[config.mk]
export PLATFORM = sky130hd
export DESIGN_NAME = memory_stage
export DESIGN_NICKNAME = d
export VERILOG_FILES = /design/src/rtl/forwarding.sv /design/src/rtl/instruction.sv /design/src/rtl/pipeline_status.sv /design/src/rtl/memory_stage_pkg.sv /design/src/rtl/load_store_align.sv /design/src/rtl/memory_stage.sv
export SDC_FILE = /design/constraint.sdc
export NUM_CORES = 1
export LEC_CHECK = 0
export ABC_CLOCK_PERIOD_IN_PS = 9500
export BUFFER_PORTS_ARGS = -buffer_cell sky130_fd_sc_hd__buf_2
export CORE_ASPECT_RATIO = 0.75
export CORE_MARGIN = 5
export CORE_UTILIZATION = 47
export DETAILED_ROUTE_END_ITERATION = 12
export GPL_ROUTABILITY_DRIVEN = 0
export GPL_TIMING_DRIVEN = 0
export PLACE_DENSITY = 0.78
export SLEW_MARGIN = 20
export SYNTH_ARGS = -nofsm -noshare
export SYNTH_HDL_FRONTEND = slang
export SYNTH_SLANG_ARGS = --single-unit
[constraint.sdc]
create_clock -name clk -period 9.5 [get_ports clk]
set_input_delay 1.9 -clock clk [delete_from_list [all_inputs] [get_ports clk]]
set_output_delay 1.9 -clock clk [all_outputs]
set_load 0.02 [all_outputs]
[src/rtl/forwarding.sv]
// Result bypass record published by a stage's output register.
package forwarding;
    typedef struct packed {
        logic [4:0]  rd;
        logic [31:0] data;
        logic        data_valid;
    } t;
endpackage

[src/rtl/instruction.sv]
// Decoded instruction as carried between pipeline stages.
package instruction;
    typedef enum logic [3:0] {NOP, ADD, LB, LH, LW, LBU, LHU, SB, SH, SW} op_e;

    typedef struct packed {
        op_e        op;
        logic [4:0] rd;
    } t;

    localparam t NOP_INSN = '{op: NOP, rd: 5'd0};
endpackage

[src/rtl/pipeline_status.sv]
// Handshake status travelling down (forwards) and up (backwards) the pipeline.
package pipeline_status;
    typedef enum logic [2:0] {BUBBLE, VALID, LOAD_MISALIGNED, STORE_MISALIGNED, ILLEGAL} forwards_t;
    typedef enum logic [1:0] {READY, STALL, JUMP} backwards_t;
endpackage

[src/rtl/memory_stage_pkg.sv]
// Load/store width decode shared by the memory stage and its lane aligner.
package memory_stage_pkg;
    typedef enum logic [1:0] {SZ_B, SZ_H, SZ_W} size_e;

    function automatic logic is_load(input instruction::op_e op);
        return op inside {instruction::LB, instruction::LH, instruction::LW,
                          instruction::LBU, instruction::LHU};
    endfunction

    function automatic logic is_store(input instruction::op_e op);
        return op inside {instruction::SB, instruction::SH, instruction::SW};
    endfunction

    function automatic logic is_unsigned(input instruction::op_e op);
        return op inside {instruction::LBU, instruction::LHU};
    endfunction

    function automatic logic writes_rd(input instruction::op_e op);
        return (op == instruction::ADD) || is_load(op);
    endfunction

    function automatic size_e access_size(input instruction::op_e op);
        case (op)
            instruction::LB, instruction::LBU, instruction::SB: return SZ_B;
            instruction::LH, instruction::LHU, instruction::SH: return SZ_H;
            default:                                            return SZ_W;
        endcase
    endfunction

    function automatic logic misaligned(input instruction::op_e op, input logic [1:0] lane);
        case (access_size(op))
            SZ_H:    return lane[0];
            SZ_W:    return lane != 2'b00;
            default: return 1'b0;
        endcase
    endfunction
endpackage

[src/rtl/load_store_align.sv]
// Byte-lane steering: store replication/strobes and load extraction/extension.
module load_store_align
    import memory_stage_pkg::*;
(
    input  instruction::op_e op,
    input  logic [1:0]       lane,
    input  logic [31:0]      src,
    input  logic [31:0]      rdata,
    output logic [31:0]      wdata,
    output logic [3:0]       wstrb,
    output logic [31:0]      load_data
);
    logic [31:0] shifted;

    always_comb begin
        shifted   = rdata >> {lane, 3'b000};
        wdata     = src;
        wstrb     = 4'b1111;
        load_data = shifted;
        case (access_size(op))
            SZ_B: begin
                wdata     = {4{src[7:0]}};
                wstrb     = 4'b0001 << lane;
                load_data = is_unsigned(op) ? {24'd0, shifted[7:0]}
                                            : {{24{shifted[7]}}, shifted[7:0]};
            end
            SZ_H: begin
                wdata     = {2{src[15:0]}};
                wstrb     = 4'b0011 << lane;
                load_data = is_unsigned(op) ? {16'd0, shifted[15:0]}
                                            : {{16{shifted[15]}}, shifted[15:0]};
            end
            default: ;
        endcase
    end
endmodule

[src/rtl/memory_stage.sv]
// Memory pipeline stage: issues data-bus loads/stores, stalls until ack,
// and registers the result for writeback.
module memory_stage
    import memory_stage_pkg::*;
(
    input  logic                         clk,
    input  logic                         rst,
    input  logic [31:0]                  source_data_in,
    input  logic [31:0]                  rd_data_in,
    input  instruction::t                instruction_in,
    input  logic [31:0]                  program_counter_in,
    input  logic [31:0]                  next_program_counter_in,
    output logic                         dmem_req_out,
    output logic                         dmem_we_out,
    output logic [31:0]                  dmem_addr_out,
    output logic [31:0]                  dmem_wdata_out,
    output logic [3:0]                   dmem_wstrb_out,
    input  logic                         dmem_ack_in,
    input  logic [31:0]                  dmem_rdata_in,
    output logic [31:0]                  source_data_out,
    output logic [31:0]                  rd_data_out,
    output instruction::t                instruction_out,
    output logic [31:0]                  program_counter_out,
    output logic [31:0]                  next_program_counter_out,
    output forwarding::t                 forwarding_out,
    input  pipeline_status::forwards_t   status_forwards_in,
    output pipeline_status::forwards_t   status_forwards_out,
    input  pipeline_status::backwards_t  status_backwards_in,
    output pipeline_status::backwards_t  status_backwards_out,
    input  logic [31:0]                  jump_address_backwards_in,
    output logic [31:0]                  jump_address_backwards_out
);
    typedef enum logic {IDLE, WAIT_ACK} state_e;

    state_e                     state_q, state_d;
    logic                       jumped_q, jumped_d;
    logic [31:0]                pend_src_q, pend_src_d, pend_addr_q, pend_addr_d;
    logic [31:0]                pend_pc_q, pend_pc_d, pend_npc_q, pend_npc_d;
    instruction::t              pend_insn_q, pend_insn_d;
    logic [31:0]                src_q, src_d, rd_q, rd_d, pc_q, pc_d, npc_q, npc_d;
    instruction::t              insn_q, insn_d;
    pipeline_status::forwards_t stat_q, stat_d;

    logic             idle, go, is_jump, in_valid, in_mem, in_misal, start, busy, acc_store, bubble;
    instruction::op_e acc_op;
    logic [31:0]      acc_addr, acc_src, wdata, load_data;
    logic [3:0]       wstrb;

    // Once waiting, the access is replayed from the pending copy so a flushed
    // upstream cannot disturb the bus signals.
    always_comb begin
        idle      = state_q == IDLE;
        is_jump   = status_backwards_in == pipeline_status::JUMP;
        go        = status_backwards_in == pipeline_status::READY;
        in_valid  = status_forwards_in == pipeline_status::VALID;
        in_mem    = is_load(instruction_in.op) || is_store(instruction_in.op);
        in_misal  = misaligned(instruction_in.op, rd_data_in[1:0]);
        start     = idle && go && in_valid && in_mem && !in_misal;
        busy      = !rst && (start || !idle);
        acc_op    = idle ? instruction_in.op : pend_insn_q.op;
        acc_addr  = idle ? rd_data_in : pend_addr_q;
        acc_src   = idle ? source_data_in : pend_src_q;
        acc_store = is_store(acc_op);
    end

    load_store_align u_align (
        .op        (acc_op),
        .lane      (acc_addr[1:0]),
        .src       (acc_src),
        .rdata     (dmem_rdata_in),
        .wdata     (wdata),
        .wstrb     (wstrb),
        .load_data (load_data)
    );

    assign dmem_req_out               = busy;
    assign dmem_we_out                = busy && acc_store;
    assign dmem_addr_out              = busy ? {acc_addr[31:2], 2'b00} : 32'd0;
    assign dmem_wdata_out             = (busy && acc_store) ? wdata : 32'd0;
    assign dmem_wstrb_out             = (busy && acc_store) ? wstrb : 4'd0;
    assign jump_address_backwards_out = jump_address_backwards_in;

    always_comb begin
        status_backwards_out = status_backwards_in;
        if (!is_jump && busy && !dmem_ack_in) status_backwards_out = pipeline_status::STALL;
    end

    always_comb begin
        state_d     = state_q;
        jumped_d    = jumped_q;
        pend_src_d  = pend_src_q;
        pend_addr_d = pend_addr_q;
        pend_pc_d   = pend_pc_q;
        pend_npc_d  = pend_npc_q;
        pend_insn_d = pend_insn_q;
        src_d       = src_q;
        rd_d        = rd_q;
        pc_d        = pc_q;
        npc_d       = npc_q;
        insn_d      = insn_q;
        stat_d      = stat_q;
        bubble      = 1'b0;
        if (idle) begin
            if (is_jump) begin
                bubble = 1'b1;
            end else if (go) begin
                src_d  = source_data_in;
                rd_d   = rd_data_in;
                pc_d   = program_counter_in;
                npc_d  = next_program_counter_in;
                insn_d = instruction_in;
                stat_d = status_forwards_in;
                if (in_valid && in_mem) begin
                    if (in_misal) begin
                        stat_d = is_load(instruction_in.op) ? pipeline_status::LOAD_MISALIGNED
                                                            : pipeline_status::STORE_MISALIGNED;
                    end else if (dmem_ack_in) begin
                        if (is_load(instruction_in.op)) rd_d = load_data;
                    end else begin
                        bubble      = 1'b1;
                        state_d     = WAIT_ACK;
                        jumped_d    = 1'b0;
                        pend_src_d  = source_data_in;
                        pend_addr_d = rd_data_in;
                        pend_pc_d   = program_counter_in;
                        pend_npc_d  = next_program_counter_in;
                        pend_insn_d = instruction_in;
                    end
                end
            end
        end else begin
            if (is_jump) jumped_d = 1'b1;
            // The output register only holds a bubble while waiting, so the
            // result may land even if downstream is stalled.
            if (dmem_ack_in) begin
                state_d = IDLE;
                if (jumped_d) begin
                    bubble = 1'b1;
                end else begin
                    src_d  = pend_src_q;
                    rd_d   = is_load(pend_insn_q.op) ? load_data : pend_addr_q;
                    pc_d   = pend_pc_q;
                    npc_d  = pend_npc_q;
                    insn_d = pend_insn_q;
                    stat_d = pipeline_status::VALID;
                end
            end
        end
        if (bubble) begin
            src_d  = 32'd0;
            rd_d   = 32'd0;
            pc_d   = 32'd0;
            npc_d  = 32'd0;
            insn_d = instruction::NOP_INSN;
            stat_d = pipeline_status::BUBBLE;
        end
    end

    always_ff @(posedge clk or posedge rst) begin
        if (rst) begin
            state_q     <= IDLE;
            jumped_q    <= 1'b0;
            pend_src_q  <= 32'd0;
            pend_addr_q <= 32'd0;
            pend_pc_q   <= 32'd0;
            pend_npc_q  <= 32'd0;
            pend_insn_q <= instruction::NOP_INSN;
            src_q       <= 32'd0;
            rd_q        <= 32'd0;
            pc_q        <= 32'd0;
            npc_q       <= 32'd0;
            insn_q      <= instruction::NOP_INSN;
            stat_q      <= pipeline_status::BUBBLE;
        end else begin
            state_q     <= state_d;
            jumped_q    <= jumped_d;
            pend_src_q  <= pend_src_d;
            pend_addr_q <= pend_addr_d;
            pend_pc_q   <= pend_pc_d;
            pend_npc_q  <= pend_npc_d;
            pend_insn_q <= pend_insn_d;
            src_q       <= src_d;
            rd_q        <= rd_d;
            pc_q        <= pc_d;
            npc_q       <= npc_d;
            insn_q      <= insn_d;
            stat_q      <= stat_d;
        end
    end

    assign source_data_out           = src_q;
    assign rd_data_out               = rd_q;
    assign instruction_out           = insn_q;
    assign program_counter_out       = pc_q;
    assign next_program_counter_out  = npc_q;
    assign status_forwards_out       = stat_q;
    assign forwarding_out.rd         = insn_q.rd;
    assign forwarding_out.data       = rd_q;
    assign forwarding_out.data_valid = (stat_q == pipeline_status::VALID) && writes_rd(insn_q.op)
                                       && (insn_q.rd != 5'd0) && idle;
endmodule

==> results of run 1 <==
## placed cells by master, fill, tap and decap left out, types with 3 or more instances in the layout
master,netlist,final
clkinv_2,0,4
o21ai_0,135,135
a32o_1,8,8
buf_2,40,493
dfrtp_1,279,279
a21oi_1,50,50
diode_2,0,6
bufinv_16,0,4
a221o_1,10,10
mux2i_1,151,151
a221oi_2,6,6
buf_12,0,7
nor2_1,83,83
a21o_1,9,9
clkbuf_8,0,9
buf_4,75,75
clkbuf_1,56,61
mux2_2,147,147
buf_16,0,3
a211oi_1,28,27
nand2b_1,3,3
nand3_1,29,29
buf_6,3,3
o2bb2ai_1,7,7
and3_1,11,11
nand2_1,215,215
clkbuf_16,0,31
inv_1,12,11
clkinvlp_4,0,4
a221oi_1,23,23
nor3_1,9,8
o2111ai_1,8,8
## sequential cells by signal, indices dropped and copies added, names as in the netlist, 3 cells and up
signal and cells:
forwarding_out 5, status_forwards_out 3, program_counter_out 32, pend_npc_q 32, pend_insn_q 9, rd_data_out 32
pend_pc_q 32, pend_src_q 32, next_program_counter_out 32, instruction_out 4, source_data_out 32, pend_addr_q 32
## cells by family after synthesis
family / Yosys count / share of synthesized area [%]
other: 1 / 0.0252
xor gates and xnor gates: 2 / 0.118
and+or+nand+nor: 364 / 10.2
AOI/OAI and AO/OA: 310 / 13.8
muxes: 301 / 21.7
buffers and inverters: 189 / 7.16
DFF: 279 / 47.0
## where the power goes
group	switching (mW)	internal, mW
clock	0.513	0.778
combinational	0.433	0.263
sequential	0.0914	1.31
## metrics by stage
| step | hold slack (ns) | power (mW) | utilization [%] |
|---|---|---|---|
| CTS | 0.483 | 3.40 | 60.7 |
| finish | 0.479 | 3.39 | 60.8 |
| global placement | 0.458 | 2.08 | 56.4 |
| detailed placement | 0.468 | 2.11 | 57.2 |
| global route | 0.511 | 3.52 | 60.7 |
| floorplan | 0.480 | 1.81 | - |
## Yosys cell counts, types with 8 or more instances
library cell / instances
dfrtp_1: 279
nand2_1: 215
mux2i_1: 151
mux2_2: 147
o21ai_0: 135
nor2_1: 83
buf_4: 75
clkbuf_1: 56
a21oi_1: 50
buf_2: 40
nand3_1: 29
a211oi_1: 28
a221oi_1: 23
inv_1: 12
and3_1: 11
a221o_1: 10
a21o_1: 9
nor3_1: 9
a32o_1: 8
o2111ai_1: 8
## cell type report
class | instances | area share (%)
multi-input cells | 979 | 36.0
clock buffers | 45 | 4.84
plain buffers | 176 | 5.34
diodes | 6 | 0.0791
inverters | 13 | 0.277
flip-flops and latches | 279 | 36.8
well taps | 406 | 2.68
repair buffers | 463 | 13.1
clock inverters | 13 | 0.949
## per-layer routing
metal | global-route usage [%] | vias to the layer above | part of all wire (%)
met5 | 0 | - | 0.11
met4 | 9.22 | 8 | 3.4
met1 | 39.4 | 6764 | 40
met3 | 9.43 | 154 | 11
met2 | 47.6 | 813 | 46
li1 | - | 6089 | -
## worst reg2reg max path: stages (launching register included)
cell,delay [ns]
dfrtp_1,0.45
buf_4,0.24
buf_2,0.27
mux2i_1,0.79
nor2_1,0.48
o2bb2ai_1,0.25
a21oi_1,0.28
a211oi_1,0.12
a221oi_1,0.26
o21ai_0,0.14
## worst max path at each step
stage                       from                     end  slack, ns  cells after the start
2_1_floorplan  instruction_in[5]      dmem_wdata_out[11]       3.39                      9
3_3_place_gp                 rst  program_counter_out[4]       2.20                      2
3_5_place_dp   instruction_in[7]      dmem_wdata_out[30]       3.05                     10
4_1_cts        instruction_in[7]      dmem_wdata_out[22]       3.03                     11
5_1_grt        instruction_in[7]       dmem_wstrb_out[0]       2.71                     11
6_report       instruction_in[7]      dmem_wdata_out[30]       2.88                     10
==> impl_metrics.csv, run 1 <==
group,metric,value,unit
finish,instances_no_fill,2380,
placement,placedCellCount,2316,
finish,stdcell_area,0.0190,mm2
setup_path,r2r_slack,6.07,ns
die,die-area,0.0353,mm2
synthesis,yosys_warnings,0,
finish,layout-drive-gt1-share,41.0,%
clock_tree,cts_tree,"done",
clock_tree,cts.sinks,279,
timing,worst_pin_slew,0.993,ns
setup_path,critPathLaunchType,"primary input",
detailed_routing,drtPass1Iterations,6,
clock_tree,clk_latency,0.57,ns
detailed_routing,ant_nets,0,
synthesis,synth_seq_cells,279,
synthesis,synth.area.top_cells,"dfrtp_1 47%, mux2_2 11%, mux2i_1 10%",
timing,skew,0.0106,ns
die,pin_count,491,
setup_path,cp_num_buf_inv,4,
hold_path,whs_endpoint,"next_program_counter_out[26]",
synthesis,synth-edff-count,0,
setup_path,cp_cell_sequence,"buf_2 -> buf_2 -> mux2i_1 -> nor2_1 -> o21ai_1 -> clkbuf_1 -> nor2_1 -> a221o_1 -> nor2_1 -> buf_2",
timing,timing.slew.headroom,33.5,%
placement,dp_hpwl,42.0,mm
synthesis,syn_area_per_cell,10.3,um2
clock_tree,post_cts_buffers,0,
finish,area_growth,27.8,%
global_routing,grt_pass1_wl,82.9,mm
setup_path,r2r-start,"state_q",
placement,port_buffers,453,
setup_path,critPathArrivalTime,4.72,ns
die,die_x,215,um
global_routing,grtUsageTotal,29.9,%
setup_path,r2r_end,"rd_data_out[10]",
synthesis,async_flop_share,100,%
power_and_ir_drop,ir_drop,0.000160,V
detailed_routing,drt_wl_total,54.8,mm
setup_path,reg2reg_depth,9,
run_status,status,"finished, final reports clean",
setup_path,slowest_delay,0.67,ns
synthesis,ys_seq_area_share,47.0,%
clock_tree,cts_resized,0,
placement,dp_slack,3.05,ns
detailed_routing,drt_iter0_drc,1250,
finish,final_nets,2152,
timing,fin_crit_sh,69.6,%
hold_path,min_from,"next_program_counter_out[26]",
detailed_routing,wire_per_inst,23.0,um
setup_path,crit_required,7.60,ns
global_routing,antenna_found_initial,12,
timing,setup_viol,0,
timing,tns,0,ns
timing,max_freq,0.151,GHz
setup_path,critPathKind,"in2out",
clock_tree,cts_buffers,31,
synthesis,synth_cells,1446,
detailed_routing,vias,13800,
global_routing,overflow,0,
synthesis,synth_top_cell_area_share,47.0,%
finish,multi_input_area,0.00683,mm2
die,start_util,47.5,%
detailed_routing,vias_per_cell,5.81,
run,max_cap_violations,0,
placement,placed_cell_area,0.0179,mm2
clock_tree,cts_max_level,1,
synthesis,yosys_most_used_dff,"dfrtp_1",
finish,fill_cells,2620,
timing,worst_slack,2.88,ns
setup_path,end_kind,"output port",
synthesis,netlist_area,0.0149,mm2
clock_tree,cts-root-buf,"clkbuf_16",
synthesis,synth.distinct_cells,64,
clock_tree,clock_path_buffers,3,
die,coreArea,0.0313,mm2
die,rows,56,
timing,hold_viol,0,
timing,min_period,6.62,ns
global_routing,grt_pass1_vias,14000,
detailed_routing,post-route-drc-count,0,
setup_path,path_max_fanout,10,
synthesis,synth_top_cell_by_area,"dfrtp_1",
hold_path,min_path_type,"reg2reg",
power_and_ir_drop,p_leak,9.26,nW
clock_tree,cts_hold_buf,0,
power_and_ir_drop,p_per_area,178,mW/mm2
global_routing,grt_max_degree,34,
setup_path,crit_family,"buffers and inverters",
clock_tree,clk_pin_slew_worst_paths,0.06,ns
timing,report.final.slew_viol_count,0,
die,fp.dieH,164,um
hold_path,whs_path_depth,2,
setup_path,worst_path_max_delay_cell,"clkbuf_1",
timing,rsz0062_at_grt,"false",
finish,regArea,0.00698,mm2
Power figures use the tool's default switching activity.
==> run 2: changes to the inputs <==
- ABC_CLOCK_PERIOD_IN_PS: 9500 -> 6100
- CORE_AREA: default -> 5 5 186 188
- CORE_ASPECT_RATIO: 0.75 -> default
- CORE_MARGIN: 5 -> default
- CORE_UTILIZATION: 47 -> default
- DIE_AREA: default -> 0 0 191 193
- PLACE_DENSITY: 0.78 -> 0.73
- clock period: 9.5 -> 6.1 ns (I/O delays scaled with it)
==> impl_metrics.csv, run 2 (synthesized netlist as in run 1, its figures left out) <==
group,metric,value,unit
setup_path,cp_num_buf_inv,5,
die,fp.dieH,193,um
setup_path,cp_cell_sequence,"buf_2 -> buf_2 -> mux2i_1 -> nor2_1 -> nor2b_1 -> o21a_1 -> buf_1 -> clkbuf_1 -> nor2_1 -> nor2_1 -> buf_2",
clock_tree,cts_buffers,31,
global_routing,grt_pass1_vias,13700,
hold_path,min_path_type,"reg2reg",
clock_tree,clk_pin_slew_worst_paths,0.06,ns
setup_path,slowest_delay,0.53,ns
clock_tree,clk_latency,0.57,ns
finish,final_nets,2152,
timing,fin_crit_sh,84.9,%
timing,whs,0.475,ns
detailed_routing,routed-wl-met3,5.29,mm
timing,skew,0.0147,ns
timing,hold_viol,0,
detailed_routing,drt_iter0_drc,1068,
finish,mostFrequentLayoutCells,"493 x buf_2, 279 x dfrtp_1, 215 x nand2_1, 151 x mux2i_1, 147 x mux2_2",
global_routing,grt_max_degree,35,
timing,max_freq,0.193,GHz
timing,min_period,5.18,ns
setup_path,crit_required,4.88,ns
detailed_routing,wire_per_inst,22.4,um
detailed_routing,drtPass1Iterations,6,
detailed_routing,drt_wl_total,54.4,mm
setup_path,critPathLaunchType,"primary input",
timing,setup_viol,0,
clock_tree,cts_hold_buf,0,
die,start_util,45.1,%
detailed_routing,topRoutingLayerUsed,"met5",
run,max_cap_violations,0,
die,pin_count,491,
global_routing,grt_pass1_wl,81.2,mm
setup_path,crit_cells,11,
global_routing,overflow,0,
setup_path,critPathArrivalTime,3.96,ns
finish,layout-drive-gt1-share,40.9,%
setup_path,reg2reg_depth,8,
setup_path,worst_path_max_delay_cell,"clkbuf_1",
placement,port_buffers,453,
timing,timing.slew.headroom,30.5,%
clock_tree,cts-root-buf,"clkbuf_16",
hold_path,whs_path_depth,2,
global_routing,antenna_found_initial,21,
die,die_x,191,um
detailed_routing,routedLengthMet1,20.7,mm
clock_tree,cts_max_level,1,
die,die-area,0.0369,mm2
detailed_routing,ant_nets,0,
detailed_routing,vias,13600,
timing,report.final.slew_viol_count,0,
global_routing,grtUsageTotal,28.2,%
setup_path,end_kind,"output port",
power_and_ir_drop,p_per_area,277,mW/mm2
detailed_routing,wl_met2,25.9,mm
finish,final_util,57.9,%
clock_tree,cts_tree,"done",
clock_tree,cts_resized,0,
clock_tree,cts.sinks,279,
setup_path,path_max_fanout,10,
die,coreArea,0.0329,mm2
run_status,status,"finished, final reports clean",
placement,dp_hpwl,42.3,mm
power_and_ir_drop,p_leak,9.27,nW
clock_tree,clock_path_buffers,3,
timing,worst_pin_slew,1.04,ns
finish,area_growth,28.4,%
finish,layout_commonest_cell,"buf_2",
power_and_ir_drop,ir_drop,0.000241,V
detailed_routing,vias_per_cell,5.62,
timing,rsz0062_at_grt,"false",
detailed_routing,post-route-drc-count,0,
die,rows,67,
setup_path,critPathKind,"in2out",
clock_tree,post_cts_buffers,0,
setup_path,crit_family,"buffers and inverters",
finish,fill_cells,2937,
run 2: final timing paths:
kind / startpoint / endpoint / slack [ns]
max in group asynchronous: rst / pend_pc_q[22] / 4.29
worst max register to register: state_q / program_counter_out[9] / 2.61
worst min register to register: next_program_counter_out[18] / next_program_counter_out[18] / 0.48
min in group asynchronous: rst / jumped_q / 0.71
worst min-delay path: next_program_counter_out[18] / next_program_counter_out[18] / 0.48
worst max-delay path: instruction_in[7] / dmem_wstrb_out[0] / 0.92
run 2: power by group:
part	total (mW)	leakage, nW	switching, mW	internal (mW)
clock network	2.03	0.548	0.778	1.26
logic	1.07	5.10	0.664	0.409
registers	2.18	3.63	0.142	2.04
total	5.29	9.27	1.58	3.71
run 2: per-layer routing:
metal	GRT usage, %	vias up
li1	-	6098
met2	47.0	737
met5	0	-
met4	12.0	18
met3	7.18	151
met1	35.2	6639
run 2: cell type report:
type                    count  area (um2)  area share (%)
repair buffers            463        2490            13.1
clock buffers              42         877            4.60
plain buffers             176        1010            5.32
multi-input cells         979        6830            35.8
clock inverters            15         235            1.23
well taps                 448         561            2.94
inverters                  13        52.6           0.276
flip-flops and latches    279        6980            36.6
diodes                     14        35.0           0.184
run 2: worst min-delay path: cells and delay by family (launching register included):
family	cells	cell delay, ns
flip-flops	1	0.34
AND/OR/NAND/NOR	1	0.05
AO/OA/AOI/OAI	1	0.06
run 2: through the flow:
step / cell area (um2) / std cells / power, mW / setup slack, ns / TNS (ns)
finish: 19100 / 2429 / 5.29 / 0.920 / 0
global route: 19100 / 2427 / 5.51 / 0.752 / 0
CTS: 19000 / 2415 / 5.32 / 0.984 / 0
detailed placement: 17900 / 2358 / 3.28 / 0.992 / 0
global placement: 17700 / 2348 / 3.24 / -0.572 / -154.58
floorplan: 14900 / 1447 / 2.83 / 1.19 / 0
==> run 3: changes to the inputs <==
- ABC_CLOCK_PERIOD_IN_PS: 6100 -> 4400
- CORE_AREA: 5 5 186 188 -> default
- CORE_ASPECT_RATIO: default -> 0.75
- CORE_MARGIN: default -> 5
- CORE_UTILIZATION: default -> 47
- DIE_AREA: 0 0 191 193 -> default
- PLACE_DENSITY: 0.73 -> 0.78
- clock period: 6.1 -> 4.4 ns (I/O delays scaled with it)
==> impl_metrics.csv, run 3 (synthesized netlist as in run 1, its figures left out) <==
group,metric,value,unit
run,max_cap_violations,0,
die,coreArea,0.0313,mm2
detailed_routing,drtPass1Iterations,8,
power_and_ir_drop,p_leak,9.29,nW
detailed_routing,topRoutingLayerUsed,"met5",
timing,setup_viol,0,
timing,max_freq,0.231,GHz
detailed_routing,vias_per_cell,5.82,
detailed_routing,drt_iter0_drc,1231,
clock_tree,cts_buffers,31,
timing,skew,0.0122,ns
detailed_routing,wire_per_inst,23.1,um
power_and_ir_drop,ir_drop,0.000347,V
placement,port_buffers,453,
setup_path,r2r_slack,0.94,ns
placement,placed_cell_area,0.0179,mm2
setup_path,crit_required,3.52,ns
timing,tns,0,ns
detailed_routing,routed-wl-met3,5.95,mm
detailed_routing,post-route-drc-count,0,
finish,fill_cells,2612,
global_routing,grt_pass1_vias,14000,
finish,mostFrequentLayoutCells,"487 x buf_2, 279 x dfrtp_1, 215 x nand2_1, 149 x mux2i_1, 147 x mux2_2",
clock_tree,cts_tree,"done",
clock_tree,cts-root-buf,"clkbuf_16",
timing,min_period,4.34,ns
die,start_util,47.5,%
run_status,status,"finished, final reports clean",
setup_path,end_kind,"output port",
timing,fin_crit_sh,98.6,%
clock_tree,cts.sinks,279,
placement,dp_hpwl,42.0,mm
detailed_routing,routedLengthMet1,21.9,mm
clock_tree,clk_latency,0.57,ns
die,die_x,215,um
detailed_routing,vias,13900,
detailed_routing,wl_met2,25.3,mm
die,fp.dieH,164,um
setup_path,critPathKind,"in2out",
timing,report.final.slew_viol_count,0,
setup_path,worst_path_max_delay_cell,"or4b_1",
die,die-area,0.0353,mm2
global_routing,grtUsageTotal,29.9,%
finish,stdcell_area,0.0191,mm2
finish,layout-drive-gt1-share,42.0,%
timing,worst_pin_slew,0.996,ns
timing,timing.slew.headroom,33.4,%
detailed_routing,drt_wl_total,55.0,mm
detailed_routing,ant_nets,0,
global_routing,antenna_found_initial,12,
setup_path,r2r_end,"source_data_out[29]",
setup_path,crit_family,"buffers and inverters",
setup_path,path_max_fanout,10,
setup_path,slowest_delay,0.47,ns
setup_path,reg2reg_depth,9,
global_routing,grt_max_degree,34,
hold_path,min_path_type,"in2async",
clock_tree,cts_max_level,1,
setup_path,critPathArrivalTime,3.46,ns
die,pin_count,491,
setup_path,critPathLaunchType,"primary input",
finish,area_growth,28.4,%
clock_tree,cts_hold_buf,0,
clock_tree,clock_path_buffers,3,
setup_path,r2r-start,"state_q",
clock_tree,clk_pin_slew_worst_paths,0.06,ns
global_routing,overflow,0,
setup_path,crit_path_frequent_cell,"buf_2",
finish,final_nets,2151,
finish,layout_commonest_cell,"buf_2",
timing,hold_viol,0,
die,rows,56,
setup_path,cp_num_buf_inv,5,
global_routing,grt_pass1_wl,83.0,mm
power_and_ir_drop,p_per_area,384,mW/mm2
setup_path,cp_cell_sequence,"buf_2 -> buf_2 -> or4b_1 -> a21oi_1 -> o21bai_2 -> a31oi_2 -> or3_1 -> buf_2 -> buf_2 -> a211oi_1 -> buf_2",
-- run 3: changes by cell type in the layout (fill, tap and decap cells not counted), moves of 3 or more --
cell | previous run | this run
buf_2 | 493 | 487
a211oi_2 | 2 | 5
buf_4 | 75 | 78
clkbuf_4 | 0 | 9
clkbuf_8 | 6 | 9
clkbuf_2 | 0 | 6
diode_2 | 14 | 7
a211oi_1 | 27 | 24
clkbuf_1 | 61 | 50
-- run 3: metal layers --
layer  track usage [%]  vias to the layer above
li1                  -                     6091
met1              39.5                     6792
met2              47.7                      822
met3              9.38                      148
met4              9.13                        8
met5                 0                        -
-- run 3: final cells by class --
class / count / area (um2) / area share, %
diodes: 7 / 17.5 / 0.0919
plain buffers: 175 / 1050 / 5.51
clock buffers: 45 / 918 / 4.82
clock inverters: 13 / 180 / 0.945
inverters: 13 / 52.6 / 0.276
multi-input cells: 979 / 6860 / 36.0
flip-flops and latches: 279 / 6980 / 36.6
well taps: 406 / 508 / 2.66
repair buffers: 463 / 2490 / 13.1
-- run 3: worst max-delay path by stage --
stage,start,endpoint,slack [ns],cells after the start
3_3_place_gp,rst,program_counter_out[4],-1.88,2
3_5_place_dp,instruction_in[7],dmem_wdata_out[30],-0.01,10
4_1_cts,state_q,dmem_wdata_out[25],0.03,9
5_1_grt,state_q,dmem_wstrb_out[0],-0.03,10
2_1_floorplan,rst,forwarding_out[33],-0.17,1
6_report,instruction_in[7],dmem_wdata_out[12],0.06,11
-- run 3: where the power goes --
| group | internal, mW | switching, mW |
|---|---|---|
| combinational | 0.569 | 0.940 |
| clock | 1.68 | 1.11 |
| sequential | 2.83 | 0.197 |
-- run 3: through the flow --
stage          hold slack (ns)  power, mW  utilization (%)  instances  worst slack [ns]
2_1_floorplan            0.480       3.92                -       1447            -0.173
3_3_place_gp             0.458       4.49             56.4       2306             -1.88
3_5_place_dp             0.468       4.56             57.2       2316           -0.0107
4_1_cts                  0.373       7.35             60.7       2374            0.0295
5_1_grt                  0.403       7.62             61.0       2377           -0.0306
6_report                 0.398       7.33             61.0       2380            0.0630
-- run 3: what timing repair did --
item,CTS,global route
resized for setup,12,32
endpoints found under the setup margin,40,58
endpoints found under the hold margin,0,0
setup buffers,0,0
